### config.mk
export PLATFORM = sky130hd
export DESIGN_NAME = nrf_link_sequencer
export DESIGN_NICKNAME = d
export VERILOG_FILES = /design/src/rtl/nrf_pkg.sv /design/src/rtl/nrf_cfg_rom.sv /design/src/rtl/nrf_link_sequencer.sv
export SDC_FILE = /design/constraint.sdc
export NUM_CORES = 1
export LEC_CHECK = 0
export ABC_CLOCK_PERIOD_IN_PS = 2600
export CELL_PAD_IN_SITES_DETAIL_PLACEMENT = 2
export CELL_PAD_IN_SITES_GLOBAL_PLACEMENT = 2
export CORE_MARGIN = 2
export CORE_UTILIZATION = 33
export DETAILED_ROUTE_END_ITERATION = 10
export PLACE_DENSITY = 0.84
export SYNTH_ARGS = -nofsm -noshare
export SYNTH_HDL_FRONTEND = slang
export SYNTH_SLANG_ARGS = --single-unit
### constraint.sdc
create_clock -name clk_10 -period 2.6 [get_ports clk_10]
set_input_delay 0.39 -clock clk_10 [delete_from_list [all_inputs] [get_ports clk_10]]
set_output_delay 0.39 -clock clk_10 [all_outputs]
set_load 0.05 [all_outputs]
### src/rtl/nrf_pkg.sv
// ---------------------------------------------------------------------------
// nrf_pkg
// Shared definitions for the nRF24 link sequencer: FSM state encoding,
// SPI command opcodes, the radio configuration byte table and the decode
// of per-state status flags.
// No ports (package).
// ---------------------------------------------------------------------------
package nrf_pkg;

   typedef enum logic [3:0] {
      ST_IDLE        = 4'd0,
      ST_CFG_TX      = 4'd1,
      ST_WAIT_CFG_TX = 4'd2,
      ST_CFG_RX      = 4'd3,
      ST_WAIT_CFG_RX = 4'd4,
      ST_READY       = 4'd5,
      ST_SEND_CMD    = 4'd6,
      ST_WAIT_CMD    = 4'd7,
      ST_SEND_PL     = 4'd8,
      ST_WAIT_PL     = 4'd9,
      ST_RECV        = 4'd10,
      ST_WAIT_RECV   = 4'd11,
      ST_ERROR       = 4'd12
   } state_t;

   localparam logic [7:0] W_REGISTER   = 8'h20;
   localparam logic [7:0] W_TX_PAYLOAD = 8'hA0;
   localparam logic [7:0] R_RX_PAYLOAD = 8'h61;

   localparam int CFG_MAX = 16;

   // Command/data pairs: W_REGISTER|addr followed by the register value.
   localparam logic [7:0] CFG_TABLE [0:CFG_MAX-1] = '{
      W_REGISTER | 8'h00, 8'h0E,   // CONFIG: power up, CRC enabled
      W_REGISTER | 8'h01, 8'h00,   // EN_AA: auto-ack off
      W_REGISTER | 8'h03, 8'h03,   // SETUP_AW: 5-byte address
      8'h00, 8'h00, 8'h00, 8'h00, 8'h00, 8'h00, 8'h00, 8'h00, 8'h00, 8'h00
   };

   typedef struct packed {
      logic busy;
      logic cfg_done;
      logic error;
      logic pl_ready;
   } flags_t;

   // Status flags that must be visible while the FSM sits in state s.
   function automatic flags_t state_flags(input state_t s);
      flags_t f;
      f = 4'b0000;
      case (s)
         ST_IDLE:  f = 4'b0000;
         ST_READY: begin f.cfg_done = 1'b1; f.pl_ready = 1'b1; end
         ST_ERROR: f.error = 1'b1;
         default:  f.busy = 1'b1;
      endcase
      return f;
   endfunction

endpackage

### src/rtl/nrf_cfg_rom.sv
// ---------------------------------------------------------------------------
// nrf_cfg_rom
// Combinational lookup of configuration byte idx from the package table.
// Entries at or beyond CFG_LEN read as 0x00.
// Ports:
//   idx      in  4  byte index
//   cfg_byte out 8  configuration byte at idx
// ---------------------------------------------------------------------------
module nrf_cfg_rom
   import nrf_pkg::*;
#(
   parameter int CFG_LEN = 6
) (
   input  logic [3:0] idx,
   output logic [7:0] cfg_byte
);

   localparam logic [4:0] LEN_W = 5'(CFG_LEN);

   // Table lookup bounded by the configured length.
   always_comb begin
      if ({1'b0, idx} < LEN_W) begin
         cfg_byte = CFG_TABLE[idx];
      end else begin
         cfg_byte = 8'h00;
      end
   end

endmodule

### src/rtl/nrf_link_sequencer.sv
// ---------------------------------------------------------------------------
// nrf_link_sequencer
// Configures a TX and an RX nRF24 radio through a shared SPI controller,
// then repeatedly sends one payload byte and reads one byte back.
// Ports:
//   clk_10, rst                  10 MHz clock, async active-high reset
//   go                           start (re)configuration from IDLE/ERROR
//   pl_data, pl_valid, pl_ready  payload byte handshake (accepted in READY)
//   spi_data_in                  byte for the SPI controller, held until done
//   spi_start_tx, spi_start_rx   one-cycle start strobes
//   spi_done_tx, spi_done_rx     completion pulses
//   spi_data_out                 byte read back, valid with spi_done_rx
//   rx_data, rx_valid            last received byte and its update pulse
//   busy, cfg_done, error        status
// ---------------------------------------------------------------------------
module nrf_link_sequencer
   import nrf_pkg::*;
#(
   parameter int CFG_LEN = 6,
   parameter int TIMEOUT = 1023
) (
   input  logic       clk_10,
   input  logic       rst,
   input  logic       go,
   input  logic [7:0] pl_data,
   input  logic       pl_valid,
   output logic       pl_ready,
   output logic [7:0] spi_data_in,
   output logic       spi_start_tx,
   output logic       spi_start_rx,
   input  logic       spi_done_tx,
   input  logic       spi_done_rx,
   input  logic [7:0] spi_data_out,
   output logic [7:0] rx_data,
   output logic       rx_valid,
   output logic       busy,
   output logic       cfg_done,
   output logic       error
);

   localparam logic [3:0] LAST_IDX = 4'(CFG_LEN - 1);
   localparam logic [9:0] TMO      = 10'(TIMEOUT);

   state_t      state_r;
   flags_t      flags_r;
   logic [3:0]  idx_r;
   logic [9:0]  wait_cnt_r;
   logic [7:0]  payload_r;
   logic [7:0]  spi_data_in_r;
   logic        spi_start_tx_r;
   logic        spi_start_rx_r;
   logic [7:0]  rx_data_r;
   logic        rx_valid_r;
   logic [7:0]  cfg_byte_s;
   logic        done_ok_s;
   logic        timeout_s;

   nrf_cfg_rom #(.CFG_LEN(CFG_LEN)) u_cfg_rom (
      .idx      (idx_r),
      .cfg_byte (cfg_byte_s)
   );

   // Accept only the done of the radio being waited on, and never in the
   // strobe cycle itself (the controller cannot have finished yet).
   always_comb begin
      case (state_r)
         ST_WAIT_CFG_TX, ST_WAIT_CMD, ST_WAIT_PL: done_ok_s = spi_done_tx & ~spi_start_tx_r;
         ST_WAIT_CFG_RX, ST_WAIT_RECV:            done_ok_s = spi_done_rx & ~spi_start_rx_r;
         default:                                 done_ok_s = 1'b0;
      endcase
   end

   assign timeout_s = (wait_cnt_r == TMO);

   // Sequencer FSM; all outputs are registered here.
   always_ff @(posedge clk_10 or posedge rst) begin
      if (rst) begin
         state_r        <= ST_IDLE;
         flags_r        <= 4'b0000;
         idx_r          <= 4'd0;
         wait_cnt_r     <= 10'd0;
         payload_r      <= 8'h00;
         spi_data_in_r  <= 8'h00;
         spi_start_tx_r <= 1'b0;
         spi_start_rx_r <= 1'b0;
         rx_data_r      <= 8'h00;
         rx_valid_r     <= 1'b0;
      end else begin
         spi_start_tx_r <= 1'b0;
         spi_start_rx_r <= 1'b0;
         rx_valid_r     <= 1'b0;
         case (state_r)
            ST_IDLE, ST_ERROR: begin
               if (go) begin
                  idx_r   <= 4'd0;
                  state_r <= ST_CFG_TX;
                  flags_r <= state_flags(ST_CFG_TX);
               end
            end
            ST_CFG_TX: begin
               spi_data_in_r  <= cfg_byte_s;
               spi_start_tx_r <= 1'b1;
               wait_cnt_r     <= 10'd0;
               state_r        <= ST_WAIT_CFG_TX;
            end
            ST_CFG_RX: begin
               spi_data_in_r  <= cfg_byte_s;
               spi_start_rx_r <= 1'b1;
               wait_cnt_r     <= 10'd0;
               state_r        <= ST_WAIT_CFG_RX;
            end
            ST_READY: begin
               if (pl_valid && flags_r.pl_ready) begin
                  payload_r <= pl_data;
                  state_r   <= ST_SEND_CMD;
                  flags_r   <= state_flags(ST_SEND_CMD);
               end
            end
            ST_SEND_CMD: begin
               spi_data_in_r  <= W_TX_PAYLOAD;
               spi_start_tx_r <= 1'b1;
               wait_cnt_r     <= 10'd0;
               state_r        <= ST_WAIT_CMD;
            end
            ST_SEND_PL: begin
               spi_data_in_r  <= payload_r;
               spi_start_tx_r <= 1'b1;
               wait_cnt_r     <= 10'd0;
               state_r        <= ST_WAIT_PL;
            end
            ST_RECV: begin
               spi_data_in_r  <= R_RX_PAYLOAD;
               spi_start_rx_r <= 1'b1;
               wait_cnt_r     <= 10'd0;
               state_r        <= ST_WAIT_RECV;
            end
            ST_WAIT_CFG_TX, ST_WAIT_CFG_RX, ST_WAIT_CMD, ST_WAIT_PL, ST_WAIT_RECV: begin
               if (done_ok_s) begin
                  case (state_r)
                     ST_WAIT_CFG_TX: begin
                        if (idx_r == LAST_IDX) begin
                           idx_r   <= 4'd0;
                           state_r <= ST_CFG_RX;
                        end else begin
                           idx_r   <= idx_r + 4'd1;
                           state_r <= ST_CFG_TX;
                        end
                     end
                     ST_WAIT_CFG_RX: begin
                        if (idx_r == LAST_IDX) begin
                           idx_r   <= 4'd0;
                           state_r <= ST_READY;
                           flags_r <= state_flags(ST_READY);
                        end else begin
                           idx_r   <= idx_r + 4'd1;
                           state_r <= ST_CFG_RX;
                        end
                     end
                     ST_WAIT_CMD: state_r <= ST_SEND_PL;
                     ST_WAIT_PL:  state_r <= ST_RECV;
                     default: begin
                        rx_data_r  <= spi_data_out;
                        rx_valid_r <= 1'b1;
                        state_r    <= ST_READY;
                        flags_r    <= state_flags(ST_READY);
                     end
                  endcase
               end else if (timeout_s) begin
                  state_r <= ST_ERROR;
                  flags_r <= state_flags(ST_ERROR);
               end else begin
                  wait_cnt_r <= wait_cnt_r + 10'd1;
               end
            end
            default: begin
               state_r <= ST_IDLE;
               flags_r <= state_flags(ST_IDLE);
            end
         endcase
      end
   end

   assign pl_ready     = flags_r.pl_ready;
   assign busy         = flags_r.busy;
   assign cfg_done     = flags_r.cfg_done;
   assign error        = flags_r.error;
   assign spi_data_in  = spi_data_in_r;
   assign spi_start_tx = spi_start_tx_r;
   assign spi_start_rx = spi_start_rx_r;
   assign rx_data      = rx_data_r;
   assign rx_valid     = rx_valid_r;

endmodule

* Yosys cells after proc, flatten, opt, wreduce, memory -nomap -nowiden
Memories as Yosys holds them, arrays and structs flattened.
Cells that the tools add are included.
** Cells by class
- $add $sub $neg :: 2
- Multiply operators :: 0
- Divide/modulo/power cells :: 0
- $lt $le $gt $ge :: 2
- Equal/unequal tests :: 23
- Shift-type cells :: 0
- Mux-type cells :: 33
- Bitwise gates (word level) :: 7
- Reductions and logical operators :: 21
** Operator list (number)
- 4-bit two-way mux :: 13
- 4-bit case mux with 4 select lines :: 2
- 4-bit case mux with 8 select lines :: 1
- 8-bit case mux with 4 select lines :: 1
- 8-bit two-way mux :: 3
- 4-bit by 3-bit == test with 1-bit output (second input constant) :: 5
- 4-bit == test (second input constant) :: 5
- 10-bit two-way mux :: 2
- 10-bit case mux with 2 select lines :: 1
- 4-bit case mux with 2 select lines :: 2
- 2-bit inequality test (second input constant) :: 6
- 10-bit by 1-bit adder with 10-bit output (second input constant) :: 1
- 10-bit == test (second input constant) :: 1
- 2-bit OR reduction :: 5
- 5-bit OR reduction :: 2
- 3-bit AND reduction :: 3
- 4-bit by 2-bit == test with 1-bit output (second input constant) :: 2
- 3-bit inequality test (second input constant) :: 2
- 6-bit AND reduction :: 1
- 3-bit OR reduction :: 2
- 5-bit greater-or-equal comparator (second input constant) :: 1
- 1-bit two-way mux :: 5
- 4-bit inverter with 5-bit output :: 1
- 4-bit by 1-bit adder with 4-bit output (second input constant) :: 1
- other kinds (15) :: 20
** Word-level totals
- Bits in registers :: 49
- Latch bits :: 0
- Memory bits (writable) :: 0
- Bits in read-only memories :: 128
- Bits of input ports :: 22
- Output and inout port bits :: 23
- Word-level logic and storage cells :: 102
- Memories :: 1
** Memory list
- (name not given) :: depth 16, width 8, read ports 1, clocked after memory_dff 0, write ports 0, line nrf_cfg_rom.sv:23 : cfg_byte = CFG_TABLE[idx];

* Logic depth before layout (Yosys ltp)
Gate-level depths: netlist (run 1).
- Depth in word-level cells :: 6
- Gate-level depth with buffers :: 8
- Mapped depth without buffers :: 7

* Hierarchy
Synthesis (run 1) repeated with hierarchy kept, for this count alone.
** Unflattened totals
- Cell total of the unflattened synthesis :: 273
- Area, all modules :: 2668.8 µm²
** Modules (own cells, without submodules)
- nrf_link_sequencer :: times used 1, cells each 261, area each 2586.2 µm², seq. area each 1201.2 µm²
- nrf_cfg_rom :: times used 1, cells each 12, area each 82.6 µm², seq. area each 0.0 µm²

* Worst setup path after synthesis (run 1)
No wires, ideal clock.
- Kind :: flip-flop to flip-flop
- Start point :: register state_r[1]
- End point :: register flags_r, in the netlist busy
- Setup time :: 0.125 ns
- Arrival :: 2.260 ns
- Data required time :: 2.475 ns
- Path slack :: 0.215 ns
- Cell stages (with the launch flop) :: 9
- Buffers on the path :: 2
- Clock period less this slack :: 2.385 ns
- Cell sequence :: dfrtp_1 -> buf_6 -> or4b_4 -> o211a_2 -> or4_4 -> o21ai_2 -> buf_6 -> nor2_2 -> mux2_4
** Between the ends
- Longest elaborated chain between the ends :: 5
- Elaborated cells on any way between the ends :: 29
- Those cells by class :: eq/ne: 17; mux: 4; bitwise: 1; reduce/logical: 7
** Ends and longest elaborated chain
- start: declaration :: line nrf_link_sequencer.sv:44 : state_t state_r;
- start signal: assignment :: line nrf_link_sequencer.sv:78 : state_r <= ST_IDLE;
- start signal: assignment :: line nrf_link_sequencer.sv:96 : state_r <= ST_CFG_TX;
- start signal: assignment :: line nrf_link_sequencer.sv:104 : state_r <= ST_WAIT_CFG_TX;
- 4-bit by 2-bit == test with 1-bit output, or another cell as far along :: line nrf_link_sequencer.sv:66, nrf_link_sequencer.sv:92, nrf_link_sequencer.sv:139
- 3-bit OR reduction (no source line) or 2-bit OR reduction (tied branches)
- 1-bit case mux with 2 select lines or 4-bit case mux with 2 select lines (tied branches) :: line nrf_link_sequencer.sv:66, nrf_link_sequencer.sv:139
- 4-bit inequality test (no source line), or another cell as far along
- 6-bit AND reduction (no source line) or 4-bit case mux with 4 select lines (tied branches)
- end signal: assignment :: line nrf_link_sequencer.sv:97 : flags_r <= state_flags(ST_CFG_TX);
- end signal: assignment :: line nrf_link_sequencer.sv:116 : flags_r <= state_flags(ST_SEND_CMD);
- end signal: assignment :: line nrf_link_sequencer.sv:153 : flags_r <= state_flags(ST_READY);
- end: declaration :: line nrf_link_sequencer.sv:45 : flags_t flags_r;
Parallel ways exist; a longest one is shown, timed or not.
A chain may end at the register's enable or synchronous reset.

* Worst setup path in the final report (run 1)
- Start point :: register state_r[3]
- End point :: register wait_cnt_r[6]
** Between the ends
- Longest elaborated chain between the ends :: 5
- Elaborated cells on any way between the ends :: 20
- Those cells by class :: eq/ne: 12; mux: 2; reduce/logical: 6
** Ends and longest elaborated chain
- 4-bit by 2-bit == test with 1-bit output, or another cell as far along :: line nrf_link_sequencer.sv:66, nrf_link_sequencer.sv:92
- 3-bit OR reduction (no source line) or 2-bit OR reduction (tied branches)
- 1-bit case mux with 2 select lines :: line nrf_link_sequencer.sv:66 : case (state_r)
- 2-bit inequality test (no source line)
- 3-bit AND reduction (no source line)
- end signal: assignment :: line nrf_link_sequencer.sv:172 : wait_cnt_r <= wait_cnt_r + 10'd1;
- end: declaration :: line nrf_link_sequencer.sv:47 : logic [9:0] wait_cnt_r;
Parallel ways exist; a longest one is shown, timed or not.

==> results of run 1 <==
[state kept, by name (all words and copies together) (netlist names)]
register      cells
wait_cnt_r       10
payload_r         8
rx_data           8
spi_data_in       8
idx_r             4
state_r           4
busy              1
cfg_done          1
error             1
rx_valid          1
spi_start_rx      1
spi_start_tx      1
[cell usage in the layout, fill, tap and decap left out, types with 4 or more instances in the layout]
cell type	instances
sky130_fd_sc_hd__mux2_2	17
sky130_fd_sc_hd__nand3_1	5
sky130_fd_sc_hd__nor3_1	7
sky130_fd_sc_hd__nand2b_1	6
sky130_fd_sc_hd__a21oi_1	16
sky130_fd_sc_hd__xnor2_1	9
sky130_fd_sc_hd__nand2_1	19
sky130_fd_sc_hd__clkbuf_8	5
sky130_fd_sc_hd__clkdlybuf4s50_1	44
sky130_fd_sc_hd__o21ai_0	15
sky130_fd_sc_hd__nor2b_1	4
sky130_fd_sc_hd__dfrtp_1	48
sky130_fd_sc_hd__inv_1	7
sky130_fd_sc_hd__buf_4	11
sky130_fd_sc_hd__nor2_1	30
[critical path: cells and delay by family, from the launching register on]
kind | cells | cell delay, ns
DFF | 1 | 0.45
buffers and inverters | 1 | 0.20
muxes | 1 | 0.14
AOI/OAI and AO/OA | 1 | 0.17
and+or+nand+nor | 4 | 1.35
[cell usage after synthesis, types with 4 or more instances]
library cell / number
sky130_fd_sc_hd__nor2_1: 30
sky130_fd_sc_hd__nand3_1: 5
sky130_fd_sc_hd__mux2_2: 17
sky130_fd_sc_hd__nor3_1: 7
sky130_fd_sc_hd__nor2b_1: 4
sky130_fd_sc_hd__xnor2_1: 9
sky130_fd_sc_hd__o21ai_0: 15
sky130_fd_sc_hd__nand2_1: 19
sky130_fd_sc_hd__a21oi_1: 16
sky130_fd_sc_hd__dfrtp_1: 48
sky130_fd_sc_hd__nand2b_1: 6
sky130_fd_sc_hd__clkbuf_1: 4
sky130_fd_sc_hd__inv_1: 8
sky130_fd_sc_hd__buf_1: 7
[cells by family after synthesis]
family | share of synthesized area
AND/OR/NAND/NOR | 0.1966
AO/OA/AOI/OAI | 0.1627
flip-flops | 0.4580
buffers and inverters | 0.04866
multiplexers | 0.09590
XOR/XNOR | 0.03340
adder cells (fa/ha/maj) | 0.004770
[metrics by stage]
stage / setup slack, ns / power [mW] / hold slack (ns) / utilization / area [µm²]
CTS: 0.1703 / 4.719 / 0.4235 / 0.4275 / 3303
finish: 0.1922 / 4.664 / 0.4225 / 0.4275 / 3303
floorplan: 0.2153 / 3.325 / 0.4446 / - / 2623
detailed placement: 0.005504 / 4.256 / 0.4902 / 0.4161 / 3216
global placement: 0.1273 / 4.112 / 0.4682 / 0.4161 / 3216
global route: 0.07858 / 5.015 / 0.4644 / 0.4275 / 3303
[cell type report]
| type | instances | area [µm²] | share of cell area |
|---|---|---|---|
| clock buffer | 5 | 68.82 | 0.02083 |
| clock inverter | 3 | 18.77 | 0.005682 |
| inverter | 8 | 30.03 | 0.009091 |
| multi-input combinational | 193 | 1294 | 0.3917 |
| sequential | 48 | 1201 | 0.3636 |
| tap | 102 | 127.6 | 0.03864 |
| timing repair buffer | 57 | 563.0 | 0.1705 |
[per-layer routing]
layer | part of all wire | track usage | vias to the layer above
met5 | 0 | 0 | -
met4 | 0.0059 | 0.03799 | 0
met3 | 0.029 | 0.02901 | 4
met2 | 0.53 | 0.3472 | 39
met1 | 0.44 | 0.2528 | 1148
li1 | - | - | 1048
[where the power goes]
part / total [mW] / internal (mW) / leakage, nW / switching, mW
Sequential: 1.24 / 1.03 / 0.620 / 0.218
Clock: 0.442 / 0.188 / 0.0479 / 0.254
Combinational: 2.98 / 1.15 / 0.695 / 1.82
[path summary, 6_finish.rpt]
check / from / end / slack, ns / depth (start not counted)
setup / recovery: state_r[3] / wait_cnt_r[6] / 0.19 / 7
hold / removal: rst / payload_r[6] / 0.42 / 2
setup reg to reg: state_r[3] / wait_cnt_r[6] / 0.19 / 7
hold reg to reg: wait_cnt_r[6] / wait_cnt_r[6] / 0.50 / 1
max in group asynchronous: rst / wait_cnt_r[1] / 1.67 / 3
min in group clk_10: wait_cnt_r[6] / wait_cnt_r[6] / 0.50 / 1
==> metrics.yaml, run 1 <==
run_status:
  run_status: "complete, no violations"
timing:
  post-route-period-util: 0.9261
  final.setup.tns_ns: 0
  setup_viol_count_final: 0
  slew_headroom: 0.6359
  final-max-slew-violation-count: 0
  setup_repair_after_global_routing_missed_its_margin: "no"
  hold_violations: 0
  maxClockFrequency_ghz: 0.4153
  clock-skew-final_ns: 0.008504
  tightestPinTransition_ns: 0.5444
  layout_min_cycle_time_ns: 2.408
finish:
  drive_above_1_share: 0.1688
  final_net_count: 336
  antenna_cells_inserted: 0
  area_growth_pct: 25.95
  num-fill-cells: 821
  finalNonFillerCells: 416
yosys:
  synth_seq_area_share: 0.4580
  netlist-cell-type-count: 54
  postSynth.asyncResetShare: 1.000
  synth_area_leader_cell: "sky130_fd_sc_hd__dfrtp_1"
  avgSynthCellArea_um2: 9.822
  post_synth_inst_count: 267
  yosys_register_bits: 48
  synth.net_count: 290
  synth_enable_flop_cells: 0
  synth.cell_area_um2: 2623
  synth.yosys.warnings: 0
  synth_area_leaders: "sky130_fd_sc_hd__dfrtp_1 (46%), sky130_fd_sc_hd__mux2_2 (7.3%), sky130_fd_sc_hd__nor2_1 (4.3%)"
  ys_dominant_reg_cell: "sky130_fd_sc_hd__dfrtp_1"
  synth.top_cell.area_share: 0.4580
grt:
  grt_overflow_total: 0
  number_of_antenna_violations_at_the_first_check_in_global_routing: 0
  grt_pass1_vias: 2499
  global_route.usage.total: 0.1951
  wire_length_of_the_first_global_routing_pass_um: 13230
  grt_start_max_net_pins: 30
power_and_ir_drop:
  cellLeakagePower_nw: 1.363
  power_density_nw_per_um2: 1412
  vdd_drop_max_mv: 0.5630
detailed_routing:
  routedWlPerCell_um: 18.37
  antenna_left: 0
  vias: 2239
  post_drt_via_cell_ratio: 5.382
  drc: 0
  finalWirelength_um: 7640
  drt_first_iter_violations: 146
  drt_pass1_iterations: 4
cts:
  cts_hold_buf: 0
  htree_levels: 2
  clock_tree.buffer_depth: 2
  cts_repair_resize_count: 0
  root_buffer: "sky130_fd_sc_hd__clkbuf_8"
  clkLatencyLatePin_ns: 0.30
  cts_setup_buffers: 0
  clkTransAtPathRegs_ns: 0.09
  cts_buffers: 5
  tritoncts: "built"
  cts.sink_count: 48
die:
  dieWidth_um: 93.15
  placeableCoreArea_um2: 7727
  die_height_um: 93.15
  row_count: 32
  die-area_um2: 8676
  boundaryPins: 45
  initial_utilization: 0.3394
worst_setup_path:
  required_ns: 2.79
  cpPeakStageDelay_ns: 0.57
  crit_fanout: 8
  critical_path.slowest_cell: "sky130_fd_sc_hd__or4b_4"
  critical_path.startpoint_type: "register"
  critical_path_class: "reg -> reg"
  cp_cell_sequence: "or4b_4, o211a_2, or4_4, buf_4, nor2_2, nand4_1, mux2i_1"
  critical_path_arrival_ns: 2.60
  setup.worst_path.end_class: "register"
placement:
  routabilityCongestion: 0.8679
  dp_hpwl_um: 6000
  dp.cells: 408
  io_buffers: 44
run:
  cap_violations: 0
hold_path:
  hold_path_class: "in -> async"
Power figures use the tool's default switching activity.
==> run 2: changes to the inputs <==
- ABC_AREA: not set -> 1
- ABC_CLOCK_PERIOD_IN_PS: 2600 -> 2500
- CORE_UTILIZATION: 33 -> 30
- PLACE_DENSITY: 0.84 -> 0.83
- clock period: 2.6 -> 2.5 ns (I/O delays scaled with it)
==> run 2 against run 1 <==
Critical path depth up 3. Combinational power decreased by 15%. Clock power increased by 15%. Utilization down 3.8 points. First-iteration DRC count down 56%. Largest cell class is now sequential cells.
==> metrics.yaml, run 2 <==
finish:
  area_growth_pct: 27.17  # was 25.95%
  regMostFlops: "wait_cnt_r"  # unchanged
  layout.cells.most_common_list: "sky130_fd_sc_hd__nand2_1 (104), sky130_fd_sc_hd__dfrtp_1 (48), sky130_fd_sc_hd__clkdlybuf4s50_1 (44)"  # was sky130_fd_sc_hd__dfrtp_1 (48), sky130_fd_sc_hd__clkdlybuf4s50_1 (44), sky130_fd_sc_hd__nor2_1 (30)
  antenna_cells_inserted: 0  # unchanged
  final_net_count: 375  # was 336
  largest_register_ff_count: 10  # unchanged
  drive_above_1_share: 0.1501  # was 0.1688
  final_util: 0.3893  # was 0.4275
  final_common_cell: "sky130_fd_sc_hd__nand2_1"  # was sky130_fd_sc_hd__dfrtp_1
grt:
  number_of_antenna_violations_at_the_first_check_in_global_routing: 0  # unchanged
  grt_pass1_vias: 2466  # was 2499
  global_route.usage.total: 0.1747  # was 0.1951
  gr-usage-met3: 0.02235  # was 0.02901
  wire_length_of_the_first_global_routing_pass_um: 12240  # was 13230 µm
  grt_start_max_net_pins: 30  # unchanged
  busiest_layer: "met2"  # unchanged
  grt_overflow_total: 0  # unchanged
  globalRouteMet1Util: 0.2183  # was 0.2528
  met2_usage: 0.3144  # was 0.3472
die:
  boundaryPins: 45  # unchanged
  initial_utilization: 0.3061  # was 0.3394
  placeableCoreArea_um2: 8093  # was 7727 µm²
  die-area_um2: 9001  # was 8676 µm²
  row_count: 33  # was 32
  die_height_um: 94.88  # was 93.15 µm
  dieWidth_um: 94.88  # was 93.15 µm
yosys:
  synth_area_leaders: "sky130_fd_sc_hd__dfrtp_1 (48%), sky130_fd_sc_hd__nand2_1 (16%), sky130_fd_sc_hd__nand3_1 (4.0%)"  # was sky130_fd_sc_hd__dfrtp_1 (46%), sky130_fd_sc_hd__mux2_2 (7.3%), sky130_fd_sc_hd__nor2_1 (4.3%)
  ys_dominant_reg_cell: "sky130_fd_sc_hd__dfrtp_1"  # unchanged
  synth_area_leader_cell: "sky130_fd_sc_hd__dfrtp_1"  # unchanged
  synth_seq_area_share: 0.4848  # was 0.4580
  synth.yosys.warnings: 0  # unchanged
  synth_top_cells_by_count: "sky130_fd_sc_hd__nand2_1 (104), sky130_fd_sc_hd__dfrtp_1 (48), sky130_fd_sc_hd__nor2_1 (23), sky130_fd_sc_hd__nand3_1 (20), sky130_fd_sc_hd__inv_1 (19)"  # was sky130_fd_sc_hd__dfrtp_1 (48), sky130_fd_sc_hd__nor2_1 (30), sky130_fd_sc_hd__nand2_1 (19), sky130_fd_sc_hd__mux2_2 (17), sky130_fd_sc_hd__a21oi_1 (16)
  synth.net_count: 325  # was 290
  synth.top_cell.area_share: 0.4848  # was 0.4580
  post_synth_inst_count: 302  # was 267
  synth.cell_area_um2: 2477  # was 2623 µm²
  avgSynthCellArea_um2: 8.203  # was 9.822 µm²
  netlist-cell-type-count: 30  # was 54
  postSynth.asyncResetShare: 1.000  # unchanged
  synth.most_common_cell: "sky130_fd_sc_hd__nand2_1"  # was sky130_fd_sc_hd__dfrtp_1
  yosys_register_bits: 48  # unchanged
  synth_enable_flop_cells: 0  # unchanged
hold_path:
  hold_path_class: "in -> async"  # unchanged
timing:
  slew_headroom: 0.6371  # was 0.6359
  setup_viol_count_final: 0  # unchanged
  setup_repair_after_global_routing_missed_its_margin: "no"  # unchanged
  clock-skew-final_ns: 0.002977  # was 0.008504 ns
  final.setup.tns_ns: 0  # unchanged
  layout_min_cycle_time_ns: 2.199  # was 2.408 ns
  final-max-slew-violation-count: 0  # unchanged
  maxClockFrequency_ghz: 0.4548  # was 0.4153 GHz
  hold_violations: 0  # unchanged
  post-route-period-util: 0.8794  # was 0.9261
  tightestPinTransition_ns: 0.5427  # was 0.5444 ns
placement:
  dp_hpwl_um: 5494  # was 6000 µm
  io_buffers: 44  # unchanged
  routabilityCongestion: 0.8800  # was 0.8679
detailed_routing:
  drc: 0  # unchanged
  drt_first_iter_violations: 64  # was 146
  finalWirelength_um: 7098  # was 7640 µm
  drt_pass1_iterations: 4  # unchanged
  post_drt_via_cell_ratio: 4.766  # was 5.382
  antenna_left: 0  # unchanged
  routedWlPerCell_um: 15.50  # was 18.37 µm
  vias: 2183  # was 2239
power_and_ir_drop:
  total_power_mw: 4.269  # was 4.664 mW
  power_density_nw_per_um2: 1355  # was 1412 nW/µm²
  vdd_drop_max_mv: 0.6180  # was 0.5630 mV
  cellLeakagePower_nw: 1.510  # was 1.363 nW
run_status:
  run_status: "complete, no violations"  # unchanged
cts:
  cts.sink_count: 48  # unchanged
  htree_levels: 2  # unchanged
  clock_tree.buffer_depth: 2  # unchanged
  cts_buffers: 5  # unchanged
  root_buffer: "sky130_fd_sc_hd__clkbuf_8"  # unchanged
  cts_repair_resize_count: 0  # unchanged
  clkLatencyLatePin_ns: 0.31  # was 0.30 ns
  clkTransAtPathRegs_ns: 0.09  # about the same
  tritoncts: "built"  # unchanged
  cts_hold_buf: 0  # unchanged
  cts_setup_buffers: 0  # unchanged
worst_setup_path:
  required_ns: 2.71  # was 2.79 ns
  crit_fanout: 12  # was 8
  critical_path_arrival_ns: 2.41  # was 2.60 ns
  setup.worst_path.end_class: "register"  # unchanged
  critical_path_class: "reg -> reg"  # unchanged
  critical_path.startpoint_type: "register"  # unchanged
run:
  cap_violations: 0  # unchanged
==> run 2: kinds of logic after synthesis <==
logic type	Yosys count	share of synthesized area
multiplexers	8	0.03637
buffers and inverters	31	0.05404
adder cells (fa/ha/maj)	1	0.005050
AND/OR/NAND/NOR	182	0.3369
XOR/XNOR	7	0.02475
flip-flops	48	0.4848
AO/OA/AOI/OAI	25	0.05808
==> run 2: through the flow <==
stage | std cells | setup slack [ns] | hold WS, ns | cell area [µm²]
6_report | 458 | 0.3014 | 0.3931 | 3151
5_1_grt | 458 | 0.08574 | 0.4153 | 3151
4_1_cts | 458 | 0.2994 | 0.4133 | 3151
3_5_place_dp | 450 | 0.3258 | 0.4742 | 3053
3_3_place_gp | 450 | 0.4319 | 0.4645 | 3053
2_1_floorplan | 302 | 0.9050 | 0.4597 | 2477
==> run 2: per-layer routing <==
metal  up-vias  wire length (µm)
met5         -                 0
met1      1084              3157
met2        22              3735
met4         0               110
li1       1069                 -
met3         8                95
==> run 2: final cells by class <==
class | instances | area [µm²]
clock inverter | 2 | 15.01
multi-input combinational | 223 | 1142
fill | 950 | 4942
inverter | 27 | 102.6
clock buffer | 6 | 82.58
timing repair buffer | 47 | 475.5
tap | 105 | 131.4
sequential | 48 | 1201
==> run 2: path summary, 6_finish.rpt <==
path / cells past startpoint / start / slack, ns / end
max: 10 / state_r[1] / 0.30 / cfg_done
max in group asynchronous: 3 / rst / 1.60 / wait_cnt_r[6]
max reg2reg: 10 / state_r[1] / 0.30 / cfg_done
min: 2 / rst / 0.39 / rx_valid
min reg2reg: 2 / rx_data[4] / 0.49 / rx_data[4]
min in group clk_10: 2 / rx_data[4] / 0.49 / rx_data[4]
==> run 2: worst max-delay path, stage by stage (launching register included) <==
cell and delay (ns):
sky130_fd_sc_hd__dfrtp_1 0.49, sky130_fd_sc_hd__inv_1 0.15, sky130_fd_sc_hd__nor2_2 0.07, sky130_fd_sc_hd__inv_1 0.10, sky130_fd_sc_hd__nor2_2 0.05, sky130_fd_sc_hd__nor2_2 0.25
sky130_fd_sc_hd__o21ai_2 0.23, sky130_fd_sc_hd__a21oi_1 0.45, sky130_fd_sc_hd__nand3_2 0.17, sky130_fd_sc_hd__nand2_1 0.10, sky130_fd_sc_hd__nand2_1 0.05
==> run 2: power by group <==
part	internal, mW	switching, mW	total (mW)
combinational	0.774	1.75	2.52
clock	0.225	0.285	0.510
sequential	1.04	0.193	1.24
total	2.04	2.23	4.27
